<file path="config.mk">
export PLATFORM = sky130hd
export DESIGN_NAME = riscv_decode_arbiter_flat
export DESIGN_NICKNAME = d
export VERILOG_FILES = /design/src/rtl/riscv_decode_arb_pkg.sv /design/src/rtl/riscv_decode_arbiter_if.sv /design/src/rtl/riscv_decode_arb_slot.sv /design/src/rtl/riscv_decode_arbiter.sv /design/src/flat_wrapper.sv
export SDC_FILE = /design/constraint.sdc
export NUM_CORES = 1
export LEC_CHECK = 0
export ABC_CLOCK_PERIOD_IN_PS = 2400
export CAP_MARGIN = 40
export CORE_MARGIN = 5
export CORE_UTILIZATION = 30
export DETAILED_ROUTE_END_ITERATION = 7
export GPL_TIMING_DRIVEN = 0
export PLACE_DENSITY = 0.65
export SLEW_MARGIN = 40
export SYNTH_ARGS = -nofsm -noshare
export SYNTH_HDL_FRONTEND = slang
export SYNTH_SLANG_ARGS = --single-unit
</file>
<file path="constraint.sdc">
create_clock -name clk_i -period 2.4 [get_ports clk_i]
set_clock_uncertainty 0.05 [all_clocks]
set_input_delay 0.48 -clock clk_i [delete_from_list [all_inputs] [get_ports clk_i]]
set_output_delay 0.48 -clock clk_i [all_outputs]
set_load 0.02 [all_outputs]
</file>
<file path="src/rtl/riscv_decode_arb_pkg.sv">
// rtl/riscv_decode_arb_pkg.sv - shared widths, slot layout and packing helper for the decode arbiter
package riscv_decode_arb_pkg;

  localparam int HART_W            = 1;
  localparam int CNT_W             = 4;
  localparam int DEFAULT_MAX_BURST = 4;

  // Slot vector layout: {valid, fault_page, fault_fetch, instr, pc}
  localparam int PC_LSB          = 0;
  localparam int INSTR_LSB       = 32;
  localparam int FAULT_FETCH_BIT = 64;
  localparam int FAULT_PAGE_BIT  = 65;
  localparam int VALID_BIT       = 66;
  localparam int SLOT_W          = 67;

  typedef logic [SLOT_W-1:0] slot_t;
  typedef logic [HART_W-1:0] hart_t;

  function automatic slot_t pack_slot(input logic        fault_page,
                                      input logic        fault_fetch,
                                      input logic [31:0] instr,
                                      input logic [31:0] pc);
    logic [31:0] instr_z;
    instr_z   = (fault_page | fault_fetch) ? 32'h0 : instr;
    pack_slot = {1'b1, fault_page, fault_fetch, instr_z, pc};
  endfunction

endpackage

</file>
<file path="src/rtl/riscv_decode_arbiter_if.sv">
// rtl/riscv_decode_arbiter_if.sv - fetch, squash and decode-slot signals shared by both harts
interface riscv_decode_arbiter_if;
  import riscv_decode_arb_pkg::*;

  logic        fetch0_valid_i;
  logic [31:0] fetch0_instr_i;
  logic [31:0] fetch0_pc_i;
  logic        fetch0_fault_fetch_i;
  logic        fetch0_fault_page_i;
  logic        fetch0_accept_o;
  logic        squash0_i;

  logic        fetch1_valid_i;
  logic [31:0] fetch1_instr_i;
  logic [31:0] fetch1_pc_i;
  logic        fetch1_fault_fetch_i;
  logic        fetch1_fault_page_i;
  logic        fetch1_accept_o;
  logic        squash1_i;

  logic        decode_valid_o;
  logic [31:0] decode_instr_o;
  logic [31:0] decode_pc_o;
  logic        decode_fault_fetch_o;
  logic        decode_fault_page_o;
  hart_t       decode_hart_o;
  logic        decode_accept_i;

  modport master (
    output fetch0_valid_i, fetch0_instr_i, fetch0_pc_i, fetch0_fault_fetch_i, fetch0_fault_page_i, squash0_i,
    output fetch1_valid_i, fetch1_instr_i, fetch1_pc_i, fetch1_fault_fetch_i, fetch1_fault_page_i, squash1_i,
    output decode_accept_i,
    input  fetch0_accept_o, fetch1_accept_o,
    input  decode_valid_o, decode_instr_o, decode_pc_o, decode_fault_fetch_o, decode_fault_page_o, decode_hart_o
  );

  modport slave (
    input  fetch0_valid_i, fetch0_instr_i, fetch0_pc_i, fetch0_fault_fetch_i, fetch0_fault_page_i, squash0_i,
    input  fetch1_valid_i, fetch1_instr_i, fetch1_pc_i, fetch1_fault_fetch_i, fetch1_fault_page_i, squash1_i,
    input  decode_accept_i,
    output fetch0_accept_o, fetch1_accept_o,
    output decode_valid_o, decode_instr_o, decode_pc_o, decode_fault_fetch_o, decode_fault_page_o, decode_hart_o
  );

endinterface

</file>
<file path="src/rtl/riscv_decode_arb_slot.sv">
// rtl/riscv_decode_arb_slot.sv - one-entry decode slot with load, clear (drop valid) and hold
module riscv_decode_arb_slot
  import riscv_decode_arb_pkg::*;
(
  input  logic  clk_i,
  input  logic  rst_i,
  input  logic  load_i,
  input  logic  clear_i,
  input  slot_t slot_i,
  input  hart_t hart_i,
  output slot_t slot_o,
  output hart_t hart_o
);

  slot_t slot_q;
  hart_t hart_q;

  // Clearing only drops valid; stale payload is harmless behind a low valid.
  always_ff @(posedge clk_i) begin
    if (rst_i) begin
      slot_q <= '0;
      hart_q <= '0;
    end else if (load_i) begin
      slot_q <= slot_i;
      hart_q <= hart_i;
    end else if (clear_i) begin
      slot_q[VALID_BIT] <= 1'b0;
    end
  end

  assign slot_o = slot_q;
  assign hart_o = hart_q;

endmodule

</file>
<file path="src/rtl/riscv_decode_arbiter.sv">
// rtl/riscv_decode_arbiter.sv - two-hart fetch arbiter with bounded-burst sticky priority feeding one decode slot
module riscv_decode_arbiter
  import riscv_decode_arb_pkg::*;
#(
  parameter int MAX_BURST   = DEFAULT_MAX_BURST,
  parameter int RESET_OWNER = 0
) (
  input logic                   clk_i,
  input logic                   rst_i,
  riscv_decode_arbiter_if.slave bus
);

  logic             req0, req1, both_req, hit, load, grant;
  logic             slot_valid, slot_clear;
  hart_t            sel, owner_q, owner_d, slot_hart;
  logic [CNT_W-1:0] cnt_q, cnt_d;
  slot_t            slot_q, slot_d;

  assign req0     = bus.fetch0_valid_i & ~bus.squash0_i;
  assign req1     = bus.fetch1_valid_i & ~bus.squash1_i;
  assign both_req = req0 & req1;

  assign slot_valid = slot_q[VALID_BIT];
  assign hit        = slot_valid & ((slot_hart == 1'b1) ? bus.squash1_i : bus.squash0_i);
  assign load       = ~slot_valid | bus.decode_accept_i | hit;

  // Owner keeps priority until it has taken MAX_BURST contested grants in a row.
  always_comb begin
    sel = hart_t'(req1);
    if (both_req) begin
      sel = (cnt_q == CNT_W'(MAX_BURST)) ? ~owner_q : owner_q;
    end
  end

  assign grant      = ~rst_i & load & (req0 | req1);
  assign slot_clear = load & ~grant;

  assign bus.fetch0_accept_o = grant & (sel == 1'b0);
  assign bus.fetch1_accept_o = grant & (sel == 1'b1);

  assign slot_d = (sel == 1'b1)
                ? pack_slot(bus.fetch1_fault_page_i, bus.fetch1_fault_fetch_i, bus.fetch1_instr_i, bus.fetch1_pc_i)
                : pack_slot(bus.fetch0_fault_page_i, bus.fetch0_fault_fetch_i, bus.fetch0_instr_i, bus.fetch0_pc_i);

  always_comb begin
    owner_d = owner_q;
    cnt_d   = cnt_q;
    if (grant) begin
      owner_d = sel;
      if (sel == owner_q) begin
        cnt_d = both_req ? cnt_q + CNT_W'(1) : '0;
      end else begin
        cnt_d = both_req ? CNT_W'(1) : '0;
      end
    end
  end

  always_ff @(posedge clk_i) begin
    if (rst_i) begin
      owner_q <= hart_t'(RESET_OWNER);
      cnt_q   <= '0;
    end else begin
      owner_q <= owner_d;
      cnt_q   <= cnt_d;
    end
  end

  riscv_decode_arb_slot u_slot (
    .clk_i   (clk_i),
    .rst_i   (rst_i),
    .load_i  (grant),
    .clear_i (slot_clear),
    .slot_i  (slot_d),
    .hart_i  (sel),
    .slot_o  (slot_q),
    .hart_o  (slot_hart)
  );

  assign bus.decode_valid_o       = slot_valid;
  assign bus.decode_instr_o       = slot_q[INSTR_LSB +: 32];
  assign bus.decode_pc_o          = slot_q[PC_LSB +: 32];
  assign bus.decode_fault_fetch_o = slot_q[FAULT_FETCH_BIT];
  assign bus.decode_fault_page_o  = slot_q[FAULT_PAGE_BIT];
  assign bus.decode_hart_o        = slot_hart;

endmodule

</file>
<file path="src/flat_wrapper.sv">
// flat-port wrapper written by rule: the top's interface ports become plain ports
module riscv_decode_arbiter_flat import riscv_decode_arb_pkg::*;
#(
  parameter int MAX_BURST   = DEFAULT_MAX_BURST,
  parameter int RESET_OWNER = 0
)
  (clk_i, rst_i, bus_fetch0_valid_i, bus_fetch0_instr_i, bus_fetch0_pc_i, bus_fetch0_fault_fetch_i, bus_fetch0_fault_page_i, bus_squash0_i, bus_fetch1_valid_i, bus_fetch1_instr_i, bus_fetch1_pc_i, bus_fetch1_fault_fetch_i, bus_fetch1_fault_page_i, bus_squash1_i, bus_decode_accept_i, bus_fetch0_accept_o, bus_fetch1_accept_o, bus_decode_valid_o, bus_decode_instr_o, bus_decode_pc_o, bus_decode_fault_fetch_o, bus_decode_fault_page_o, bus_decode_hart_o);
  riscv_decode_arbiter_if bus_i ();
  input logic clk_i;
  input logic rst_i;
  input wire logic [$bits(bus_i.fetch0_valid_i)-1:0] bus_fetch0_valid_i;
  input wire logic [$bits(bus_i.fetch0_instr_i)-1:0] bus_fetch0_instr_i;
  input wire logic [$bits(bus_i.fetch0_pc_i)-1:0] bus_fetch0_pc_i;
  input wire logic [$bits(bus_i.fetch0_fault_fetch_i)-1:0] bus_fetch0_fault_fetch_i;
  input wire logic [$bits(bus_i.fetch0_fault_page_i)-1:0] bus_fetch0_fault_page_i;
  input wire logic [$bits(bus_i.squash0_i)-1:0] bus_squash0_i;
  input wire logic [$bits(bus_i.fetch1_valid_i)-1:0] bus_fetch1_valid_i;
  input wire logic [$bits(bus_i.fetch1_instr_i)-1:0] bus_fetch1_instr_i;
  input wire logic [$bits(bus_i.fetch1_pc_i)-1:0] bus_fetch1_pc_i;
  input wire logic [$bits(bus_i.fetch1_fault_fetch_i)-1:0] bus_fetch1_fault_fetch_i;
  input wire logic [$bits(bus_i.fetch1_fault_page_i)-1:0] bus_fetch1_fault_page_i;
  input wire logic [$bits(bus_i.squash1_i)-1:0] bus_squash1_i;
  input wire logic [$bits(bus_i.decode_accept_i)-1:0] bus_decode_accept_i;
  output wire logic [$bits(bus_i.fetch0_accept_o)-1:0] bus_fetch0_accept_o;
  output wire logic [$bits(bus_i.fetch1_accept_o)-1:0] bus_fetch1_accept_o;
  output wire logic [$bits(bus_i.decode_valid_o)-1:0] bus_decode_valid_o;
  output wire logic [$bits(bus_i.decode_instr_o)-1:0] bus_decode_instr_o;
  output wire logic [$bits(bus_i.decode_pc_o)-1:0] bus_decode_pc_o;
  output wire logic [$bits(bus_i.decode_fault_fetch_o)-1:0] bus_decode_fault_fetch_o;
  output wire logic [$bits(bus_i.decode_fault_page_o)-1:0] bus_decode_fault_page_o;
  output wire logic [$bits(bus_i.decode_hart_o)-1:0] bus_decode_hart_o;
  assign bus_i.fetch0_valid_i = bus_fetch0_valid_i;
  assign bus_i.fetch0_instr_i = bus_fetch0_instr_i;
  assign bus_i.fetch0_pc_i = bus_fetch0_pc_i;
  assign bus_i.fetch0_fault_fetch_i = bus_fetch0_fault_fetch_i;
  assign bus_i.fetch0_fault_page_i = bus_fetch0_fault_page_i;
  assign bus_i.squash0_i = bus_squash0_i;
  assign bus_i.fetch1_valid_i = bus_fetch1_valid_i;
  assign bus_i.fetch1_instr_i = bus_fetch1_instr_i;
  assign bus_i.fetch1_pc_i = bus_fetch1_pc_i;
  assign bus_i.fetch1_fault_fetch_i = bus_fetch1_fault_fetch_i;
  assign bus_i.fetch1_fault_page_i = bus_fetch1_fault_page_i;
  assign bus_i.squash1_i = bus_squash1_i;
  assign bus_i.decode_accept_i = bus_decode_accept_i;
  assign bus_fetch0_accept_o = bus_i.fetch0_accept_o;
  assign bus_fetch1_accept_o = bus_i.fetch1_accept_o;
  assign bus_decode_valid_o = bus_i.decode_valid_o;
  assign bus_decode_instr_o = bus_i.decode_instr_o;
  assign bus_decode_pc_o = bus_i.decode_pc_o;
  assign bus_decode_fault_fetch_o = bus_i.decode_fault_fetch_o;
  assign bus_decode_fault_page_o = bus_i.decode_fault_page_o;
  assign bus_decode_hart_o = bus_i.decode_hart_o;
  riscv_decode_arbiter #(.MAX_BURST(MAX_BURST), .RESET_OWNER(RESET_OWNER)) u_core (.clk_i(clk_i), .rst_i(rst_i), .bus(bus_i));
endmodule
</file>
### Word level (Yosys, flattened, before mapping)

Index checks and enable logic that the tools add are counted.

* register bits: 72
* bits of input ports: 139
* memories: 0
* bits in read-only memories: 0
* word-level logic and storage cells: 40
* bits in latches: 0
* bits in writable memories: 0

* bitwise logic cells: 21
* shift-type cells: 0
* div/mod/pow operators: 0
* reductions and logical operators: 1
* equal/unequal tests: 2
* add/subtract/negate cells: 1
* $mul: 0
* $lt $le $gt $ge: 0
* muxes and demuxes: 11

Operators with widths (count)
* $mux W66: 1
* $mux W32: 2
* $and A1 B1 Y1: 9
* $mux W4: 2
* $not A1 Y1: 7
* $mux W1: 6
* $or A1 B1 Y1: 5
* $add A4 B1 Y4 const B: 1
* $eq A4 B3 Y1 const B: 1
* $reduce_bool A2 Y1: 1
* $eq A1 B1 Y1: 1

### Longest topological paths before layout

Gate-level depths: netlist (run 1).

* word-level depth: 9
* mapped depth: 9
* gate-level depth less buffers: 7

### Hierarchy

Synthesis (run 1) repeated with hierarchy kept, for this count alone.

* cell total of the unflattened synthesis: 414
* area, all modules: 3861.2 µm²

By module, submodules not included
* riscv_decode_arb_slot: area an instance 2432.3 µm², cells each 221, sequential area each 1361.3 µm², instances 1
* riscv_decode_arbiter: area an instance 1428.9 µm², cells each 193, sequential area each 100.1 µm², instances 1

### Worst setup path after synthesis (run 1)

OpenSTA, ideal clock, no wires.

* kind: register -> output
* start point: register u_core.owner_q
* end point: output port bus_fetch1_accept_o
* setup slack: 0.273 ns
* stages on the path, launching flop included: 6
* buffers on the path: 1
* data arrival time: 1.597 ns
* path through: dfxtp_1 mux2i_1 a31oi_4 o211ai_2 clkbuf_1 inv_1

* cells in the longest elaborated chain, start to end: 6

RTL lines
* start: declaration: line riscv_decode_arbiter.sv:15 `hart_t sel, owner_q, owner_d, slot_hart;`
* start signal: assignment: line riscv_decode_arbiter.sv:60 `owner_q <= hart_t'(RESET_OWNER);`
* start signal: assignment: line riscv_decode_arbiter.sv:63 `owner_q <= owner_d;`
* $mux W1
* $and A1 B1 Y1
* $or A1 B1 Y1
* $and A1 B1 Y1 (2 in a row)
* $and A1 B1 Y1 (*): line riscv_decode_arbiter.sv:39 `assign bus.fetch1_accept_o = grant & (sel == 1'b1);`
* end: declaration: line flat_wrapper.sv:25 `output wire logic [$bits(bus_i.fetch1_accept_o)-1:0] bus_fetch1_accept_o;`

Mark *: on every way between the ends. The rest lies on a longest branch, timed or not.

### Worst setup path after layout (run 1)

* start point: register u_core.cnt_q[0]
* end point: output port bus_fetch1_accept_o

* cells in the longest elaborated chain, start to end: 4

RTL lines
* start: declaration: line riscv_decode_arbiter.sv:16 `logic [CNT_W-1:0] cnt_q, cnt_d;`
* start signal: assignment: line riscv_decode_arbiter.sv:64 `cnt_q <= cnt_d;`
* $eq A4 B3 Y1: line riscv_decode_arbiter.sv:31 `sel = (cnt_q == CNT_W'(MAX_BURST)) ? ~owner_q : owner_q;`
* $mux W1: line riscv_decode_arbiter.sv:31
* $mux W1: line riscv_decode_arbiter.sv:30 `if (both_req) begin`
* $and A1 B1 Y1: line riscv_decode_arbiter.sv:39

No other way between the ends.

==> parameters.txt, run 1 <==
Parameter                              Value

Status
  Outcome ... completed

Clocking
  CTS Hold Bufs ... 0
  Sink count of the clock tree ... 72
  Number of buffers inserted during clock tree synthesis ... 9
  Clock tree from TritonCTS ... yes
  Root Driver ... sky130_fd_sc_hd__clkbuf_8
  H-tree depth ... 3
  Latest clock arrival within the worst-skew pair ... 0.35 ns
  Clock input transition at the sequential cells of the worst setup and hold paths ... 0.08 ns
  Buffers from clock root to sink, at most ... 2

Timing
  Max Slew Vio Count ... 0
  Setup repair after global routing missed its margin ... true
  Final number of setup-violating endpoints ... 0
  Max Clock Freq ... 429.2 MHz
  Smallest setup slack after layout ... 0.06982 ns
  Final critical delay including setup and external delays ... 2.330 ns
  Setup TNS ... 0 ns
  Headroom to the max-slew limit ... 68.15%
  Period utilization ... 97.09%
  Number of endpoints with negative hold slack in the final report ... 0
  Actual transition at the worst max-transition pin ... 0.4777 ns

Die
  Placeable core region ... 10280 um2
  Initial cell density of the core ... 30.67%
  Floorplan die height ... 112.5 um
  Number of top-level pins ... 209
  Num rows ... 37
  Die span in x ... 112.5 um
  Total die area ... 12660 um2

Critical path
  Type of the worst setup path ... reg -> out
  Cell-by-cell trace of the critical path ... inv_4, ha_4, nand3b_1, xnor2_2, o211ai_2, clkbuf_8, inv_2, buf_6
  Crit path max-delay cell type ... sky130_fd_sc_hd__dfxtp_4
  Kind of start point of the critical path ... flip-flop
  R2R setup slack ... 0.18 ns
  Critical path required time ... 1.87 ns
  Number of cells traversed by the worst register-to-register path ... 10
  Worst stage delay on the critical path ... 0.37 ns
  Worst Path Max Fanout ... 4
  Crit Reg-Reg Startpoint ... u_core.cnt_q[0]$_SDFFE_PP0P_
  CP arrival ... 1.80 ns
  Endpoint kind of the worst setup timing path ... output port
  Reg2reg end ... u_core.u_slot.slot_o[34]$_SDFFE_PP0P_

Synthesis
  Total nets after synthesis ... 448
  Cell area after synthesis ... 3152 um2
  Top cells by area in the synthesized netlist ... sky130_fd_sc_hd__dfxtp_1 (46%), sky130_fd_sc_hd__a221o_1 (10%), sky130_fd_sc_hd__mux2i_1 (8.6%)
  Portion of synthesized cell area occupied by the leading cell type ... 45.73%
  Library cell occupying the most area in the post-synthesis netlist ... sky130_fd_sc_hd__dfxtp_1
  Netlist cell types ... 32
  Post-synth EDFFs ... 0
  Yosys warning total ... 0
  Post-Syn Instances ... 307
  Post-synthesis async set-or-reset flop share ... 0%
  Post-synthesis sequential element count ... 72
  Portion of the post-synthesis area used by sequential elements ... 45.73%
  Top flip-flop cell by instance count after synthesis ... sky130_fd_sc_hd__dfxtp_1
  Mean instance size in the synthesized netlist ... 10.27 um2

Detailed routing
  Routed via count divided by cell count ... 4.836
  Vias ... 3264
  Antenna Nets Post-Route ... 0
  Routed len/inst ... 16.72 um
  Final routed DRC violation total ... 0
  Total wire length ... 11290 um
  TritonRoute pass-1 iters ... 4
  Number of DRC markers after the initial detailed-route iteration ... 176

Power
  Pleak ... 2.183 nW
  Maximum resistive drop on vdd ... 0.0002910 V
  PD cells ... 540.4 nW/um2

Finish
  Number of filler cells placed in the layout ... 917
  Commonest cells after routing, fill and taps aside ... sky130_fd_sc_hd__clkdlybuf4s50_1 (203), sky130_fd_sc_hd__dfxtp_1 (69), sky130_fd_sc_hd__o21ai_0 (35), sky130_fd_sc_hd__and2_1 (32), sky130_fd_sc_hd__a221o_1 (32)
  Final net count ... 675
  Area grow syn2layout ... 82.81%
  Area taken by flip-flops and latches ... 1450 um2
  Area of the multi-input gates ... 1595 um2
  Fraction of final layout cells sized beyond drive strength 1 ... 11.32%
  Commonest non-fill, non-tap cell in the layout ... sky130_fd_sc_hd__clkdlybuf4s50_1
  Final antenna diode count ... 0

Worst hold path
  Launch point of the worst hold path ... u_core.cnt_q[3]$_SDFFE_PP0P_
  WHS Path Cells ... 2
  Classification of the worst-slack hold path ... reg -> reg
  Sink of the worst hold path ... u_core.cnt_q[3]$_SDFFE_PP0P_

Global route
  First-pass GRT wire length ... 17600 um
  Gr ovfl total ... 0
  Number of antenna violations at the first check in global routing ... 1
  Number of global-route vias before repair ... 3350
  Total Routing Usage GR ... 17.27%
  Pin count of the biggest net entering global routing ... 14

Job
  Max-capacitance violation count ... 0

Place
  Placer's final routability congestion estimate ... 0.7441
  Detail Placement HPWL ... 8710 um
  IO Port Bufs ... 208
  Setup slack at placement ... -0.7667 ns
[per-stage QoR]
step	cells	power [W]	cell area, um2	util, %	hold slack (ns)
after global routing	675	0.003260	5762	56.06	0.4618
after global placement	651	0.002020	5404	52.58	0.4179
after CTS	672	0.003147	5700	55.47	0.4376
after detailed placement	651	0.002031	5404	52.58	0.4224
final	675	0.003114	5762	56.06	0.4346
after floorplan	307	0.001595	3152	-	0.4065
[kinds of logic (layout without fill, tap and decap cells)]
group / after synthesis / after routing / share of synthesized area, %
flip-flops: 72 / 72 / 45.73
AND/OR/NAND/NOR: 81 / 81 / 17.07
buffers and inverters: 36 / 268 / 5.121
adder cells (fa/ha/maj): 2 / 2 / 0.7938
AO/OA/AOI/OAI: 87 / 87 / 22.15
XOR/XNOR: 2 / 2 / 0.5559
multiplexers: 27 / 27 / 8.575
[synthesized netlist by cell type, types with 3 or more instances]
library cell                n
sky130_fd_sc_hd__dfxtp_1   72
sky130_fd_sc_hd__o21ai_0   35
sky130_fd_sc_hd__a221o_1   32
sky130_fd_sc_hd__and2_1    32
sky130_fd_sc_hd__mux2i_1   27
sky130_fd_sc_hd__nand3b_1  27
sky130_fd_sc_hd__clkbuf_1  14
sky130_fd_sc_hd__inv_1     13
sky130_fd_sc_hd__o221a_2    8
sky130_fd_sc_hd__buf_4      6
sky130_fd_sc_hd__nand2_1    6
sky130_fd_sc_hd__a21oi_1    4
sky130_fd_sc_hd__nor2b_1    4
sky130_fd_sc_hd__buf_2      3
sky130_fd_sc_hd__nand3_1    3
[routing by layer]
| layer | up-vias | global-route usage [%] | share of wire [%] |
|---|---|---|---|
| li1 | 1595 | - | - |
| met1 | 1546 | 20.01 | 41 |
| met2 | 102 | 30.19 | 51 |
| met3 | 19 | 5.067 | 5.7 |
| met4 | 2 | 6.170 | 2.2 |
| met5 | - | 0 | 0.097 |
[state kept, by name, summed over array words and instances (netlist names)]
signal                cells
u_core.cnt_q              4
u_core.owner_q            1
u_core.u_slot.slot_o     67
[worst max-delay path by stage]
| stage | from | to | cells after the start |
|---|---|---|---|
| floorplan | u_core.owner_q$_SDFFE_PP0P_ | bus_fetch1_accept_o | 5 |
| global placement | bus_squash0_i | bus_fetch1_accept_o | 7 |
| detailed placement | bus_squash1_i | bus_fetch1_accept_o | 7 |
| CTS | u_core.cnt_q[0]$_SDFFE_PP0P_ | bus_fetch1_accept_o | 8 |
| global route | u_core.cnt_q[0]$_SDFFE_PP0P_ | bus_fetch1_accept_o | 8 |
| finish | u_core.cnt_q[0]$_SDFFE_PP0P_ | bus_fetch1_accept_o | 8 |
[worst max-delay path, delay by kind of cell, from the launching register on]
| family | cells | cell delay [ns] |
|---|---|---|
| compound gates | 1 | 0.22 |
| xor+xnor | 1 | 0.21 |
| fa+ha+maj | 1 | 0.11 |
| buf+inv | 4 | 0.38 |
| flops | 1 | 0.37 |
| simple gates | 1 | 0.18 |
[timing repair]
item                       CTS  global route
pin swaps                    2             3
setup buffers                5             3
resized for setup           20            15
setup endpoints to repair    3             8
[cell type report]
cell class	count	share of cell area, %
Multi-Input combinational cell	199	27.69
Tap cell	136	2.953
Timing Repair Buffer	216	37.22
Inverter	13	0.8903
Clock buffer	10	2.389
Buffer	23	2.128
Sequential cell	72	25.17
Clock inverter	6	1.564
[report_power, final]
part | internal [W] | switching (W) | leakage (nW)
sequential | 0.00127 | 0.0000393 | 0.592
combinational | 0.000418 | 0.000288 | 1.48
clock | 0.000618 | 0.000485 | 0.113
total | 0.00230 | 0.000812 | 2.18
No activity file was read; power rests on OpenSTA's default activity.
==> run 2: changes to the inputs <==
Settings changed: ABC_CLOCK_PERIOD_IN_PS 2400 to 2500.
Clock period 2.4 ns to 2.5 ns, I/O delays scaled along.
==> parameters.txt, run 2 (synthesized netlist as in run 1, its figures left out) <==
Parameter                              Value

Status
  Outcome ... completed

Global route
  Pin count of the biggest net entering global routing ... 14 (unchanged)
  Gr ovfl total ... 0 (unchanged)
  Total Routing Usage GR ... 17.05% (-0.22 points)
  First-pass GRT wire length ... 17440 um (-0.86%)
  Number of antenna violations at the first check in global routing ... 1 (unchanged)
  Number of global-route vias before repair ... 3342 (-0.24%)

Critical path
  Kind of start point of the critical path ... flip-flop
  Critical path required time ... 1.95 ns (+0.08 ns)
  Worst Path Max Fanout ... 7 (+3)
  CP Launch Point ... u_core.cnt_q[0]$_SDFFE_PP0P_
  Crit Reg-Reg Startpoint ... u_core.cnt_q[0]$_SDFFE_PP0P_
  CP arrival ... 1.80 ns (about the same)
  Endpoint kind of the worst setup timing path ... output port
  Type of the worst setup path ... reg -> out

Die
  Placeable core region ... 10280 um2 (unchanged)
  Die span in x ... 112.5 um (unchanged)
  Number of top-level pins ... 209 (unchanged)
  Initial cell density of the core ... 30.67% (unchanged)
  Num rows ... 37 (unchanged)
  Floorplan die height ... 112.5 um (unchanged)
  Total die area ... 12660 um2 (unchanged)

Worst hold path
  Classification of the worst-slack hold path ... reg -> reg
  Launch point of the worst hold path ... u_core.cnt_q[3]$_SDFFE_PP0P_

Timing
  Final critical delay including setup and external delays ... 2.350 ns
  Max Clock Freq ... 425.5 MHz
  Max Slew Vio Count ... 0 (unchanged)
  Headroom to the max-slew limit ... 68.77% (+0.62 points)
  Final number of setup-violating endpoints ... 0 (unchanged)
  Actual transition at the worst max-transition pin ... 0.4684 ns (-0.009269 ns)
  Period utilization ... 94.01%
  Setup repair after global routing missed its margin ... false
  Number of endpoints with negative hold slack in the final report ... 0 (unchanged)

Place
  Placer's final routability congestion estimate ... 0.7441 (unchanged)
  Detail Placement HPWL ... 8710 um (unchanged)
  IO Port Bufs ... 208 (unchanged)
  Number of placed instances with taps included ... 651 (unchanged)
  Placed Area ... 5404 um2 (unchanged)

Clocking
  H-tree depth ... 3 (unchanged)
  CTS Hold Bufs ... 0 (unchanged)
  Root Driver ... sky130_fd_sc_hd__clkbuf_8
  Buffers from clock root to sink, at most ... 2 (unchanged)
  Number of buffers inserted during clock tree synthesis ... 9 (unchanged)
  Clock tree from TritonCTS ... yes
  Clock input transition at the sequential cells of the worst setup and hold paths ... 0.08 ns (about the same)
  Latest clock arrival within the worst-skew pair ... 0.35 ns (about the same)
  Sink count of the clock tree ... 72 (unchanged)

Power
  Maximum resistive drop on vdd ... 0.0002794 V (-4.0%)
  Internal power of the cells ... 0.002208 W (-4.1%)
  PD cells ... 522.8 nW/um2 (-3.3%)
  Share of power burned in the clock network ... 35.4% (about the same)
  Register share of total power ... 42.0% (about the same)
  Net switching power ... 0.0007756 W (-4.5%)
  Switching part of the total ... 25.99% (-0.084 points)
  Pleak ... 2.159 nW (-1.1%)
  Share of total power in combinational logic ... 22.6% (about the same)

Job
  Max-capacitance violation count ... 0 (unchanged)

Detailed routing
  Vias ... 3260 (-0.12%)
  Number of DRC markers after the initial detailed-route iteration ... 170 (-3.4%)
  TritonRoute pass-1 iters ... 5 (+1)
  Routed len/inst ... 16.57 um (-0.92%)
  Final routed DRC violation total ... 0 (unchanged)
  Total wire length ... 11150 um (-1.2%)
  Antenna Nets Post-Route ... 0 (unchanged)
  Routed via count divided by cell count ... 4.844 (+0.17%)

Finish
  Final antenna diode count ... 0 (unchanged)
  Number of filler cells placed in the layout ... 926 (+0.98%)
  Post-route cell area ... 5708 um2 (-0.93%)
  Area grow syn2layout ... 81.10%
  Fraction of final layout cells sized beyond drive strength 1 ... 9.870% (-1.4 points)
  Max FFs per register ... 67 (unchanged)
  Commonest non-fill, non-tap cell in the layout ... sky130_fd_sc_hd__clkdlybuf4s50_1
  Final net count ... 673 (-0.30%)
  Commonest cells after routing, fill and taps aside ... sky130_fd_sc_hd__clkdlybuf4s50_1 (204), sky130_fd_sc_hd__dfxtp_1 (69), sky130_fd_sc_hd__o21ai_0 (35), sky130_fd_sc_hd__and2_1 (32), sky130_fd_sc_hd__a221o_1 (32)
  Non-filler instance count after layout ... 673 (-0.30%)
==> run 2: cell count changes in the layout (fill, tap and decap cells not counted), sizes merged <==
cell / previous run / this run
dlygate4sd2: 3 / 2
buf: 19 / 18
clkdlybuf4s50: 203 / 204
clkbuf: 24 / 23
==> run 2: cell type report <==
class | instances | area, um2 | share of cell area (%)
plain buffers | 23 | 123.9 | 2.170
clock buffers | 10 | 137.6 | 2.411
clock inverters | 6 | 90.09 | 1.578
inverters | 13 | 48.80 | 0.8549
multi-input cells | 199 | 1572 | 27.53
flip-flops and latches | 72 | 1448 | 25.36
well taps | 136 | 170.2 | 2.981
repair buffers | 214 | 2118 | 37.11
==> run 2: timing repair <==
action,in CTS,in global routing
setup endpoints to repair,2,3
pin swaps,2,2
gates resized for setup,14,8
setup buffers,4,2
endpoints found under the hold margin,0,0
==> run 2: per-layer routing <==
layer / vias to the layer above / global-route usage (%) / wire, um
li1: 1589 / - / -
met1: 1546 / 19.84 / 4559
met2: 104 / 29.92 / 5733
met3: 19 / 4.960 / 627
met4: 2 / 5.769 / 218
met5: - / 0 / 11
==> run 2: critical path: stages (launching register included) <==
cell,delay (ns)
sky130_fd_sc_hd__dfxtp_4,0.37
sky130_fd_sc_hd__inv_1,0.05
sky130_fd_sc_hd__ha_1,0.14
sky130_fd_sc_hd__nand3b_1,0.14
sky130_fd_sc_hd__xnor2_1,0.18
sky130_fd_sc_hd__o211ai_2,0.24
sky130_fd_sc_hd__buf_8,0.15
sky130_fd_sc_hd__inv_1,0.03
sky130_fd_sc_hd__buf_2,0.15
==> run 2: final timing paths <==
check | slack, ns | end | depth (start not counted)
max | 0.15 | bus_fetch1_accept_o | 8
min | 0.44 | u_core.cnt_q[3]$_SDFFE_PP0P_ | 2
max reg2reg | 0.29 | u_core.u_slot.slot_o[34]$_SDFFE_PP0P_ | 10
min reg2reg | 0.44 | u_core.cnt_q[3]$_SDFFE_PP0P_ | 2
==> run 2: per-stage QoR <==
step	util (%)	setup TNS, ns	hold slack (ns)	worst slack (ns)	power [W]
2_1_floorplan	-	0	0.4065	0.3528	0.001531
3_3_place_gp	52.58	-7.159	0.4179	-0.6822	0.001939
3_5_place_dp	52.58	-8.469	0.4224	-0.7067	0.001950
4_1_cts	55.31	0	0.4376	0.003676	0.003021
5_1_grt	55.54	0	0.4618	0.03078	0.003125
6_report	55.54	0	0.4364	0.1498	0.002984
==> run 2: power by group through the flow <==
stage | clock, W | sequential [W] | combinational, W
after floorplan | 0 | 0.00136 | 0.000166
after global placement | 0 | 0.00128 | 0.000662
after detailed placement | 0 | 0.00128 | 0.000670
after CTS | 0.00109 | 0.00125 | 0.000678
after global routing | 0.00114 | 0.00126 | 0.000720
final | 0.00106 | 0.00125 | 0.000673
